==> src/rtl/mod_sysinfo_pkg.sv <==
// Shared register map, CTRL bit positions and the address decoder
// for the system-information peripheral.
package mod_sysinfo_pkg;

    localparam logic [7:0] OFF_CPUID  = 8'h00;
    localparam logic [7:0] OFF_FREQ   = 8'h04;
    localparam logic [7:0] OFF_CYC_LO = 8'h08;
    localparam logic [7:0] OFF_CYC_HI = 8'h0C;
    localparam logic [7:0] OFF_MS     = 8'h10;
    localparam logic [7:0] OFF_CTRL   = 8'h14;
    localparam logic [7:0] OFF_NSCR   = 8'h18;
    localparam logic [7:0] OFF_SCR0   = 8'h20;

    localparam int CTRL_EN_BIT  = 0;
    localparam int CTRL_CLR_BIT = 1;

    localparam int unsigned MAX_SCRATCH = 8;

    typedef enum logic [3:0] {
        SEL_NONE,
        SEL_CPUID,
        SEL_FREQ,
        SEL_CYC_LO,
        SEL_CYC_HI,
        SEL_MS,
        SEL_CTRL,
        SEL_NSCR,
        SEL_SCR
    } reg_sel_e;

    // Takes the word address (byte address bits 31:2); anything above 0xFF is unmapped.
    function automatic reg_sel_e decode_sel(input logic [29:0] waddr, input int unsigned nscr);
        logic [7:0] off;
        off = {waddr[5:0], 2'b00};
        decode_sel = SEL_NONE;
        if (waddr[29:6] == 24'd0) begin
            case (off)
                OFF_CPUID:  decode_sel = SEL_CPUID;
                OFF_FREQ:   decode_sel = SEL_FREQ;
                OFF_CYC_LO: decode_sel = SEL_CYC_LO;
                OFF_CYC_HI: decode_sel = SEL_CYC_HI;
                OFF_MS:     decode_sel = SEL_MS;
                OFF_CTRL:   decode_sel = SEL_CTRL;
                OFF_NSCR:   decode_sel = SEL_NSCR;
                default: begin
                    if (off[7:5] == OFF_SCR0[7:5] && 32'(off[4:2]) < nscr)
                        decode_sel = SEL_SCR;
                end
            endcase
        end
    endfunction

endpackage

==> src/rtl/mod_sysinfo_tick.sv <==
// Millisecond prescaler: counts 0..TICK_DIV-1 while enabled and pulses
// tick for one cycle on the edge where it wraps.
module mod_sysinfo_tick #(
    parameter int unsigned TICK_DIV = 25000
) (
    input  logic clk,
    input  logic rst,
    input  logic en,
    input  logic clr,
    output logic tick
);

    localparam int unsigned CW = $clog2(TICK_DIV);
    localparam logic [CW-1:0] LAST = CW'(TICK_DIV - 1);

    logic [CW-1:0] cnt_q, cnt_d;

    // NOTE: every output of a combinational block gets a default first, so no path leaves it unassigned and infers a latch.
    always_comb begin
        cnt_d = cnt_q;
        tick  = 1'b0;
        if (clr) begin
            cnt_d = '0;
        end else if (en) begin
            if (cnt_q == LAST) begin
                cnt_d = '0;
                tick  = 1'b1;
            end else begin
                cnt_d = cnt_q + CW'(1);
            end
        end
    end

    // NOTE: state registers use non-blocking assignments so every flop samples pre-edge values.
    always_ff @(posedge clk or negedge rst) begin
        if (!rst) cnt_q <= '0;
        else      cnt_q <= cnt_d;
    end

endmodule

==> src/rtl/mod_sysinfo.sv <==
// System-information peripheral on the PLP data bus: IDs, 64-bit cycle
// counter with snapshot read, millisecond counter and scratch registers.
module mod_sysinfo
    import mod_sysinfo_pkg::*;
#(
    parameter logic [31:0] CPU_ID      = 32'h00000302,
    parameter logic [31:0] BOARD_FREQ  = 32'h017d7840,
    parameter int unsigned TICK_DIV    = BOARD_FREQ / 1000,
    parameter int unsigned NUM_SCRATCH = 4
) (
    input  logic        clk,
    input  logic        rst,
    input  logic        ie,
    input  logic        de,
    input  logic [31:0] iaddr,
    input  logic [31:0] daddr,
    input  logic [1:0]  drw,
    input  logic [31:0] din,
    output logic [31:0] iout,
    output logic [31:0] dout
);

    reg_sel_e    sel;
    logic [2:0]  scr_idx;
    logic        wr_en, rd_en, ctrl_wr, clr, tick;
    logic        en_q, en_d;
    logic [63:0] cyc_q, cyc_d;
    logic [31:0] snap_q, snap_d;
    logic [31:0] ms_q, ms_d;
    logic [31:0] scr_q [MAX_SCRATCH];
    logic        unused_ok;

    assign sel       = decode_sel(daddr[31:2], NUM_SCRATCH);
    assign scr_idx   = daddr[4:2];
    assign wr_en     = de & drw[0];
    assign rd_en     = de & drw[1];
    assign ctrl_wr   = wr_en && (sel == SEL_CTRL);
    assign clr       = ctrl_wr && din[CTRL_CLR_BIT];
    assign iout      = '0;
    assign unused_ok = ^{ie, iaddr, daddr[1:0]};

    mod_sysinfo_tick #(.TICK_DIV(TICK_DIV)) u_tick (
        .clk  (clk),
        .rst  (rst),
        .en   (en_q),
        .clr  (clr),
        .tick (tick)
    );

    // CLR outranks counting and the CYC_LO snapshot; snapshot takes the pre-edge high word.
    always_comb begin
        en_d   = ctrl_wr ? din[CTRL_EN_BIT] : en_q;
        cyc_d  = cyc_q;
        snap_d = snap_q;
        ms_d   = ms_q;
        if (clr) begin
            cyc_d  = '0;
            snap_d = '0;
            ms_d   = '0;
        end else begin
            if (en_q) cyc_d = cyc_q + 64'd1;
            if (tick) ms_d = ms_q + 32'd1;
            if (rd_en && sel == SEL_CYC_LO) snap_d = cyc_q[63:32];
        end
    end

    always_ff @(posedge clk or negedge rst) begin
        if (!rst) begin
            en_q   <= 1'b1;
            cyc_q  <= '0;
            snap_q <= '0;
            ms_q   <= '0;
        end else begin
            en_q   <= en_d;
            cyc_q  <= cyc_d;
            snap_q <= snap_d;
            ms_q   <= ms_d;
        end
    end

    // NOTE: the scratch bank is software-visible state that must read 0 after reset, so it is reset like any other register.
    always_ff @(posedge clk or negedge rst) begin
        if (!rst) begin
            scr_q <= '{default: '0};
        end else if (wr_en && sel == SEL_SCR) begin
            scr_q[scr_idx] <= din;
        end
    end

    always_comb begin
        dout = '0;
        case (sel)
            SEL_CPUID:  dout = CPU_ID;
            SEL_FREQ:   dout = BOARD_FREQ;
            SEL_CYC_LO: dout = cyc_q[31:0];
            SEL_CYC_HI: dout = snap_q;
            SEL_MS:     dout = ms_q;
            SEL_CTRL:   dout = {31'd0, en_q};
            SEL_NSCR:   dout = 32'(NUM_SCRATCH);
            SEL_SCR:    dout = scr_q[scr_idx];
            default:    dout = '0;
        endcase
    end

endmodule

==> config.mk <==
export PLATFORM = sky130hd
export DESIGN_NAME = mod_sysinfo
export DESIGN_NICKNAME = d
export VERILOG_FILES = /design/src/rtl/mod_sysinfo_pkg.sv /design/src/rtl/mod_sysinfo_tick.sv /design/src/rtl/mod_sysinfo.sv
export SDC_FILE = /design/constraint.sdc
export NUM_CORES = 1
export LEC_CHECK = 0
export ABC_AREA = 0
export CORE_MARGIN = 1
export CORE_UTILIZATION = 59
export CTS_BUF_LIST = sky130_fd_sc_hd__clkbuf_8 sky130_fd_sc_hd__clkbuf_16
export DETAILED_ROUTE_END_ITERATION = 16
export DONT_BUFFER_PORTS = 1
export PLACE_DENSITY = 0.82
export SYNTH_ARGS = -nofsm -noshare
export SYNTH_HDL_FRONTEND = slang
export SYNTH_SLANG_ARGS = --single-unit
==> constraint.sdc <==
create_clock -name clk -period 5.9 [get_ports clk]
set_clock_uncertainty 0.2 [all_clocks]
set_input_delay 1.18 -clock clk [delete_from_list [all_inputs] [get_ports clk]]
set_output_delay 1.18 -clock clk [all_outputs]
set_load 0.02 [all_outputs]
==> impl_summary.log <==
[metrics] status: completed
[metrics] pre-CTS worst setup slack: 1.00 ns
[metrics] Area contributors post-synth: dfrtp_1, mux2_2, mux4_2
[metrics] die width: 157 µm
[metrics] number of standard cells in the layout, taps in and fillers out: 1575
[metrics] gp weighted congestion: 0.966
[metrics] global-route total usage across every layer: 31.1%
[metrics] final slew viol count: 0
[metrics] Final WS setup: 0.779 ns
[metrics] Reg area: 6860 µm²
[metrics] floorplan row count: 56
[metrics] fraction of synthesized cell area taken by the top area cell type: 48.3%
[metrics] overall die height: 157 µm
[metrics] final sum of negative setup slack: 0 ns
[metrics] length in cells of the worst reg-to-reg path: 5
[metrics] library cell with the largest summed area after synthesis: dfrtp_1
[metrics] Post-layout nets: 1337
[metrics] number of instances in the synthesized netlist: 1267
[metrics] Max clock buf depth: 3
[metrics] total of hold buffers inserted after clock tree synthesis: 0
[metrics] max-cap viol count: 0
[metrics] net switching fraction of the power: 20.7%
[metrics] unrepaired setup endpoints after global routing: no
[metrics] aggregate routed wire length: 36900 µm
[metrics] f_max: 195 MHz
[metrics] Internal Pwr Total: 3100 µW
[metrics] switching power total: 808 µW
[metrics] Critical Path RT: 4.52 ns
[metrics] number of distinct library cells after synthesis: 62
[metrics] Pwr Density: 256 nW/µm²
[metrics] maximum net fanout on the critical path: 18
[metrics] count of input and output buffers: 0
[metrics] most common cell in the netlist: dfrtp_1
[metrics] I/O Pins: 166
[metrics] combinational power share: 1.2%
[metrics] number of enable-type register cells in the synthesized netlist: 0
[metrics] global-route wire length before repair: 58800 µm
[metrics] async set or reset register ratio after synthesis: 100%
[metrics] post-detailed-route DRC marker count: 0
[metrics] total number of vias: 10616
[metrics] filler cell count: 1733
[metrics] kind of end point of the critical path: output port
[metrics] total number of yosys warnings: 0
[metrics] Clock Latency Late Sink: 0.55 ns
[metrics] area of the die: 24600 µm²
[metrics] average via count per standard cell: 6.74
[metrics] mean post-synth cell area: 11.2 µm²
[metrics] post-synthesis cell area: 14100 µm²
[metrics] HP Class: input pin to async pin
[metrics] # placed instances: 1519
[metrics] min cycle time layout: 5.12 ns
[metrics] DRT antenna net count: 0
[metrics] iteration count of the initial detailed-routing pass: 5
[metrics] remaining global-route overflow: 0
[metrics] number of endpoints failing setup at the final stage: 0
[metrics] cts bufs inserted: 30
[metrics] final design instance area without fill: 15300 µm²
[metrics] maximum number of pins on one net before global-route repair: 275
[metrics] area occupied by multi-input gates: 6770 µm²
[metrics] proportion of layout cells with a drive suffix above 1: 19.7%
[metrics] Worst slew margin: 32.2%
[metrics] top flip-flop cell by instance count after synthesis: dfrtp_1
[metrics] Worst Tran Pin Value: 1.01 ns
[metrics] clock tree from TritonCTS: done
[metrics] part of the total power dissipated in the clock network: 50.7%
[metrics] number of synthesized register bits: 274
[metrics] cell types with the highest counts after synthesis: dfrtp_1, nor2_1, mux2_2
[metrics] detailed placement HPWL: 24500 µm
[metrics] Area growth, synth to finish: 7.95%
[metrics] count of instances resized after the clock tree is built: 0
[metrics] buffer count from post-CTS setup fixing: 0
[metrics] post-synthesis sequential area ratio: 48.5%
[metrics] number of diodes: 0
[metrics] type of the setup path with the least slack: input pin to output port
[metrics] sequential cell fraction of total power: 48.1%
[metrics] static leakage: 0.00669 µW
[metrics] VDD IR-drop max: 0.232 mV
[metrics] Clock Sinks: 274
[metrics] number of global-route vias before repair: 10546
[metrics] Critical Path Start Type: input pin
[metrics] Root Driver: clkbuf_16
[metrics] Period Utilization, post-route: 86.8%
[metrics] antenna violations before repair: 1
[metrics] Hold Fails Final Rpt: 0
[metrics] initial DRC count: 1152
[metrics] clock-pin slew on the worst setup and hold paths: 0.06 ns
[metrics] data arrival at the endpoint of the critical path: 3.74 ns
[metrics] dpl cell area: 14200 µm²
[metrics] core region area: 23500 µm²
[metrics] routed len/inst: 23.4 µm
[metrics] number of levels in the clock H-tree: 1
[metrics] starting density of the core: 60.2%
## logic make-up after synthesis
family	share of synthesized area [%]
xor+xnor	3.84
buf+inv	4.62
fa+ha+maj	0.266
compound gates	10.3
simple gates	16.2
other cells	0.0265
mux	16.3
flops	48.5
## worst paths after layout
path	startpoint	to	slack (ns)
hold reg to reg	scr_q[54]	scr_q[54]	0.18
max in group asynchronous	rst	scr_q[140]	4.90
setup reg to reg	en_q	cyc_q[39]	2.73
setup / recovery	daddr[21]	dout[3]	0.78
hold / removal	rst	u_tick.cnt_q[12]	0.14
min in group clk	scr_q[54]	scr_q[54]	0.18
## placed cells by master (no fill, tap or decap), types with 33 or more instances in the layout
cell     count
nor4_1      37
o21ai_0     34
nand4_1     38
nand3_1     38
dfrtp_1    273
a22o_1      33
mux2_2     100
xnor2_1     39
a22oi_1     34
nor2_1     102
a21oi_1     50
nand2_1     74
## sequential cells by signal, indices dropped and copies added (netlist names)
signal        cells
cyc_q            64
en_q              1
ms_q             32
scr_q           130
snap_q           32
u_tick.cnt_q     15
## layout make-up
class,instances,area share [%]
clock buffer,37,5.62
clock inverter,19,1.34
inverter,11,0.271
multi-input combinational,898,44.4
sequential,274,44.9
tap,319,2.62
timing repair buffer,17,0.836
## power by group through the flow
| stage | combinational (µW) | clock [µW] | sequential (µW) |
|---|---|---|---|
| 3_5_place_dp | 44.2 | 0 | 1910 |
| 6_report | 45.1 | 1980 | 1880 |
| 4_1_cts | 44.3 | 1990 | 1880 |
| 2_1_floorplan | 68.6 | 0 | 1910 |
| 5_1_grt | 48.4 | 2070 | 1880 |
| 3_3_place_gp | 43.8 | 0 | 1910 |
## metal layers
metal | global-route usage, % | wire length, µm
met1 | 43.2 | 15000
met2 | 47.0 | 16800
met3 | 7.42 | 3670
met4 | 12.6 | 1450
met5 | 0 | 13
## critical path, stage by stage
cell and delay, ns:
nor4_1 0.43, nand4_1 0.35, nor2_1 0.54, and3_1 0.78, a221o_1 0.45
## metrics by stage
stage / util, % / hold slack (ns) / power [µW]
2_1_floorplan: - / 0.224 / 1980
3_3_place_gp: 60.5 / 0.161 / 1960
3_5_place_dp: 60.5 / 0.169 / 1960
4_1_cts: 65.0 / 0.131 / 3920
5_1_grt: 65.0 / 0.122 / 4000
6_report: 65.0 / 0.142 / 3910
Note: power is estimated with default switching activity, not from simulation.
